**config.mk**
```make
export PLATFORM = sky130hd
export DESIGN_NAME = hatch_ctrl
export DESIGN_NICKNAME = d
export VERILOG_FILES = /design/src/rtl/hatch_pkg.sv /design/src/rtl/hatch_timer.sv /design/src/rtl/hatch_ctrl.sv
export SDC_FILE = /design/constraint.sdc
export NUM_CORES = 1
export LEC_CHECK = 0
export ABC_AREA = 1
export BUFFER_PORTS_ARGS = -buffer_cell sky130_fd_sc_hd__buf_2
export CAP_MARGIN = 20
export CORE_UTILIZATION = 55
export DETAILED_ROUTE_END_ITERATION = 8
export PLACE_DENSITY = 0.76
export SLEW_MARGIN = 20
export SYNTH_ARGS = -nofsm -noshare
export SYNTH_HDL_FRONTEND = slang
export SYNTH_HIERARCHICAL = 1
export SYNTH_SLANG_ARGS = --single-unit
```
**constraint.sdc**
```tcl
create_clock -name clk -period 2.1 [get_ports clk]
set_clock_uncertainty 0.2 [all_clocks]
set_input_delay 0 -clock clk [delete_from_list [all_inputs] [get_ports clk]]
set_output_delay 0 -clock clk [all_outputs]
set_load 0.03 [all_outputs]
```
**src/rtl/hatch_pkg.sv**
```systemverilog
// Shared types and defaults for the egg-hatch controller.
package hatch_pkg;

  localparam int NUM_W               = 4;
  localparam int NUM_STAGES_DEFAULT  = 12;
  localparam int STAGE_TICKS_DEFAULT = 2000;
  localparam int FAIL_TICKS_DEFAULT  = 5000;

  typedef enum logic [2:0] {
    S_IDLE  = 3'd0,
    S_RUN   = 3'd1,
    S_PAUSE = 3'd2,
    S_DONE  = 3'd3,
    S_FAIL  = 3'd4
  } state_t;

endpackage

```
**src/rtl/hatch_timer.sv**
```systemverilog
// Terminal-count timer: a down-counter that loads TICKS-1 on clear and
// reloads itself after reaching zero, so tc is high on every TICKS-th
// enabled cycle. A cleared timer has "zero ticks elapsed".
module hatch_timer #(
  parameter int TICKS = 4
) (
  input  logic clk,
  input  logic rst_n,
  input  logic en,
  input  logic clr,
  output logic tc
);

  localparam int W = $clog2(TICKS);
  localparam logic [W-1:0] LOAD = W'(TICKS - 1);

  logic [W-1:0] cnt;

  // Count down while enabled, reload on clear or after the terminal count.
  always_ff @(posedge clk or negedge rst_n) begin
    if (!rst_n) begin
      cnt <= LOAD;
    end else if (clr) begin
      cnt <= LOAD;
    end else if (en) begin
      cnt <= (cnt == '0) ? LOAD : cnt - 1'b1;
    end
  end

  assign tc = (cnt == '0);

endmodule

```
**src/rtl/hatch_ctrl.sv**
```systemverilog
// Egg-hatch sequencer feeding the dot-matrix display.
//
//   state   | meaning
//   --------+-----------------------------------------------------------
//   S_IDLE  | display blank, waiting for start
//   S_RUN   | stages advance on in-range temperature, faults counted
//   S_PAUSE | everything frozen, temp alarm still tracks the sensor
//   S_DONE  | last stage shown, done raised, start restarts
//   S_FAIL  | temperature abort, alarm latched, start returns to idle
module hatch_ctrl
  import hatch_pkg::*;
#(
  parameter int STAGE_TICKS = STAGE_TICKS_DEFAULT,
  parameter int FAIL_TICKS  = FAIL_TICKS_DEFAULT,
  parameter int NUM_STAGES  = NUM_STAGES_DEFAULT
) (
  input  logic             clk,
  input  logic             rst_n,
  input  logic             start_p,
  input  logic             pause_p,
  input  logic             temp_ok,
  output logic [NUM_W-1:0] num,
  output logic             st,
  output logic             temp,
  output logic             done,
  output logic             fail
);

  localparam logic [NUM_W-1:0] LAST = NUM_W'(NUM_STAGES - 1);

  state_t           state_q, state_d;
  logic [NUM_W-1:0] num_d;
  logic             st_d, temp_d, done_d, fail_d;

  logic start_go;
  logic stage_en, stage_tc;
  logic fail_en, fail_tc, fail_clr;

  // A start pulse only matters where it changes state; in RUN/PAUSE it is ignored.
  assign start_go = start_p && (state_q == S_IDLE || state_q == S_DONE || state_q == S_FAIL);
  assign stage_en = (state_q == S_RUN) && temp_ok;
  assign fail_en  = (state_q == S_RUN) && !temp_ok;
  // Any in-range RUN cycle breaks the run of consecutive faults.
  assign fail_clr = start_go || stage_en;

  hatch_timer #(.TICKS(STAGE_TICKS)) u_stage_timer (
    .clk   (clk),
    .rst_n (rst_n),
    .en    (stage_en),
    .clr   (start_go),
    .tc    (stage_tc)
  );

  hatch_timer #(.TICKS(FAIL_TICKS)) u_fail_timer (
    .clk   (clk),
    .rst_n (rst_n),
    .en    (fail_en),
    .clr   (fail_clr),
    .tc    (fail_tc)
  );

  // Next state and next output values; outputs follow the state being entered.
  always_comb begin
    state_d = state_q;
    num_d   = num;
    case (state_q)
      S_IDLE: begin
        if (start_p) begin
          state_d = S_RUN;
          num_d   = '0;
        end
      end
      S_RUN: begin
        if (temp_ok) begin
          if (stage_tc) begin
            if (num == LAST) state_d = S_DONE;
            else             num_d   = num + 1'b1;
          end
        end else if (fail_tc) begin
          state_d = S_FAIL;
        end
        // The RUN cycle carrying the pause pulse still counts; DONE/FAIL take precedence.
        if (state_d == S_RUN && pause_p) state_d = S_PAUSE;
      end
      S_PAUSE: begin
        if (pause_p) state_d = S_RUN;
      end
      S_DONE: begin
        if (start_p) begin
          state_d = S_RUN;
          num_d   = '0;
        end
      end
      S_FAIL: begin
        if (start_p) begin
          state_d = S_IDLE;
          num_d   = '0;
        end
      end
      default: begin
        state_d = S_IDLE;
        num_d   = '0;
      end
    endcase

    st_d   = (state_d != S_IDLE);
    done_d = (state_d == S_DONE);
    fail_d = (state_d == S_FAIL);
    case (state_d)
      S_RUN, S_PAUSE: temp_d = !temp_ok;
      S_FAIL:         temp_d = 1'b1;
      default:        temp_d = 1'b0;
    endcase
  end

  // State and registered outputs.
  always_ff @(posedge clk or negedge rst_n) begin
    if (!rst_n) begin
      state_q <= S_IDLE;
      num     <= '0;
      st      <= 1'b0;
      temp    <= 1'b0;
      done    <= 1'b0;
      fail    <= 1'b0;
    end else begin
      state_q <= state_d;
      num     <= num_d;
      st      <= st_d;
      temp    <= temp_d;
      done    <= done_d;
      fail    <= fail_d;
    end
  end

endmodule

```
==> results_dict.tcl <==
set metrics [dict create \
    antenna_cells 0 \
    final_layout_size_suffix_gt1_share_pct 38.79 \
    endpoint "temp" \
    cts_buffer_depth 2 \
    r2r_start "u_stage_timer/cnt[1]" \
    max-vdd-ir-drop_mv 0.7141 \
    clkSinkCount 35 \
    core.rowCount 22 \
    p_leak_nw 1.371 \
    worst-path-stages 15 \
    syn_avg_cell_area_um2 7.803 \
    setup_slack_ns 0.07433 \
    finalSetupViolations 0 \
    finalCritPeriodShare_pct 96.46 \
    core_area_um2 3799 \
    synth_edf_count 0 \
    synth_top_area_share_pct 21.16 \
    area_growth_pct 18.93 \
    place_area_um2 2472 \
    synth_area_um2 2247 \
    synth-main-ff-cell "dfrtp_1" \
    critPathLaunch "u_stage_timer/cnt[1]" \
    synth_area_leader_cell "dfrtp_1" \
    synth_fp_nets 297 \
    final_common_cell "nand2_1" \
    seq_area_frac_synth_pct 39.87 \
    hold_violations 0 \
    cpPeakStageDelay_ns 0.55 \
    critPathLaunchType "register" \
    final_cell_mix "nand2_1 (64), inv_1 (30), nand3_1 (29)" \
    rr_worst_depth 15 \
    holdWs_ns 0.1294 \
    vias 1921 \
    first_iter_violations 70 \
    wl_per_cell_um 11.37 \
    crit_path_end_kind "register" \
    cts_tree "built" \
    drc 0 \
    grt_first_pass_wirelength_um 7362 \
    path_common_cell "nand2_2" \
    worst_slew_pin_slew_ns 0.7742 \
    critPathMaxFanout 5 \
    syn-instance-count 288 \
    grt-ovfl-total 0 \
    slew_headroom_pct 48.39 \
    reg2reg_setup_slack_ns 0.07 \
    ys_ff_latch 35 \
    synth.area.top_cells "dfrtp_1 (21%), dfstp_2 (19%), nand2_1 (11%), nand3_1 (6.5%), inv_1 (5.0%)" \
    ys_async_sr_fraction_pct 100.0 \
    drv_slew 0 \
    maxCapViolations 0 \
    crit_chain "inv_1, ha_2, nand2_2, nor2_2, and3_4, nand2_2, inv_1, nand2_2, nand2_1, nor2_1, nor2_1, nor2_2, nand2_1, nand3_2, nand2_2" \
    critPathArrivalTime_ns 2.00 \
    synth_cell_types 32 \
    required_ns 2.08 \
    rsz0062_at_grt "yes" \
    num_io_pins 13 \
    clock_latency_ns 0.28 \
    grt_pass1_vias 1725 \
    cts_buffers 5 \
    critPathBufInv 2 \
    place_hpwl_um 3177 \
    status "complete, no violations" \
    antenna_found_initial 0 \
    layout.nets 339 \
    grt_max_degree 36 \
    via_per_inst 5.082 \
    ant_nets 0 \
    htree_levels 2 \
    crit_type "register to register" \
    max_freq_mhz 493.7 \
    place_ws_ns 0.02012 \
    start_util_pct 59.16 \
    cp_top_family "simple AND/OR/NAND/NOR gates" \
    io_buffer_count 12 \
    clk_pin_slew_ns 0.07 \
    power_density_nw_per_um2 1162 \
    stdcell_area_um2 2673 \
    dieArea_um2 4345 \
    fin_crit_ns 2.026 \
    die_y_um 65.92 \
    hp-class "input port to asynchronous set/reset pin" \
    critPathSlowestCell "dfstp_2" \
    yosysWarnings 6 \
    fp.dieW_um 65.92 \
    grtUsageTotal_pct 22.47 \
    final_core_util_pct 70.36 \
    gp_congestion 0.8601 \
    drt_pass1_iterations 6 \
    wl_um 4298 \
    r2r_end "temp" \
    root_buffer "clkbuf_8" \
]
==> cell families (layout without fill, tap and decap cells) <==
| group | Yosys count | count (layout) | share of synthesized area, % |
|---|---|---|---|
| and+or+nand+nor | 174 | 174 | 41.26 |
| buffers and inverters | 45 | 87 | 7.740 |
| DFF | 35 | 35 | 39.87 |
| AOI/OAI and AO/OA | 23 | 23 | 6.180 |
| xor gates and xnor gates | 7 | 7 | 2.728 |
| adders and majority gates | 4 | 4 | 2.227 |
==> layout make-up <==
type / count / area [µm²]
Fill cell: 288 / 1126
Multi-Input combinational cell: 208 / 1221
Sequential cell: 35 / 898.4
Clock buffer: 7 / 76.32
Tap cell: 48 / 60.06
Inverter: 45 / 173.9
Timing Repair Buffer: 35 / 242.7
==> state kept, by name, indices dropped and copies added, names as in the netlist <==
name and count:
u_fail_timer/cnt 13, fail 1, num 4, u_stage_timer/cnt 11
state_q 3, temp 1, st 1, done 1
==> worst min-delay path by stage <==
stage,cells past startpoint,slack [ns],startpoint,endpoint
6_report,2,0.13,rst_n,u_fail_timer/cnt[5]
5_1_grt,2,0.20,rst_n,u_fail_timer/cnt[5]
4_1_cts,2,0.15,rst_n,u_fail_timer/cnt[5]
3_5_place_dp,1,-0.08,rst_n,u_fail_timer/cnt[5]
3_3_place_gp,1,-0.08,rst_n,u_fail_timer/cnt[5]
2_1_floorplan,0,-0.50,rst_n,done
==> routing by layer <==
| layer | up-vias | global-route usage, % | share of wire [%] |
|---|---|---|---|
| li1 | 999 | - | - |
| met1 | 877 | 29.03 | 46 |
| met2 | 37 | 36.73 | 49 |
| met3 | 8 | 5.172 | 3.8 |
| met4 | 0 | 7.609 | 1.4 |
| met5 | - | 0 | 0 |
==> timing repair <==
action,in CTS,in global routing
setup endpoints to repair,0,6
endpoints found under the hold margin,24,0
hold buffers,4,0
resized for setup,0,14
setup buffers,0,5
==> synth_stat cells, types with 2 or more instances <==
library cell and instances:
nor2_2 16, ha_1 4, o21ai_1 5, xor2_1 6, nor2_4 7, dfstp_2 16, nand4_1 7, dfrtp_1 19
nor3_1 2, nand3_4 2, inv_1 30, inv_2 14, nand2_4 4, o21ai_0 6, nand2_2 13, nand3_1 29
nand2_1 68, a21oi_1 7, o31ai_2 2, nor2_1 17, nand3_2 3
==> per-stage QoR <==
step | std cells | power [W] | TNS [ns]
floorplan | 288 | 0.002170 | 0
global placement | 362 | 0.002570 | 0
detailed placement | 362 | 0.002598 | 0
CTS | 373 | 0.003060 | 0
global route | 378 | 0.003359 | -0.03600
finish | 378 | 0.003106 | 0
==> power breakdown <==
part | switching, W | total [W] | internal, W
Clock | 0.000217 | 0.000445 | 0.000228
Combinational | 0.000993 | 0.00159 | 0.000597
Sequential | 0.000162 | 0.00107 | 0.000910
Total | 0.00137 | 0.00311 | 0.00173
Note: power is estimated with default switching activity, not from simulation.
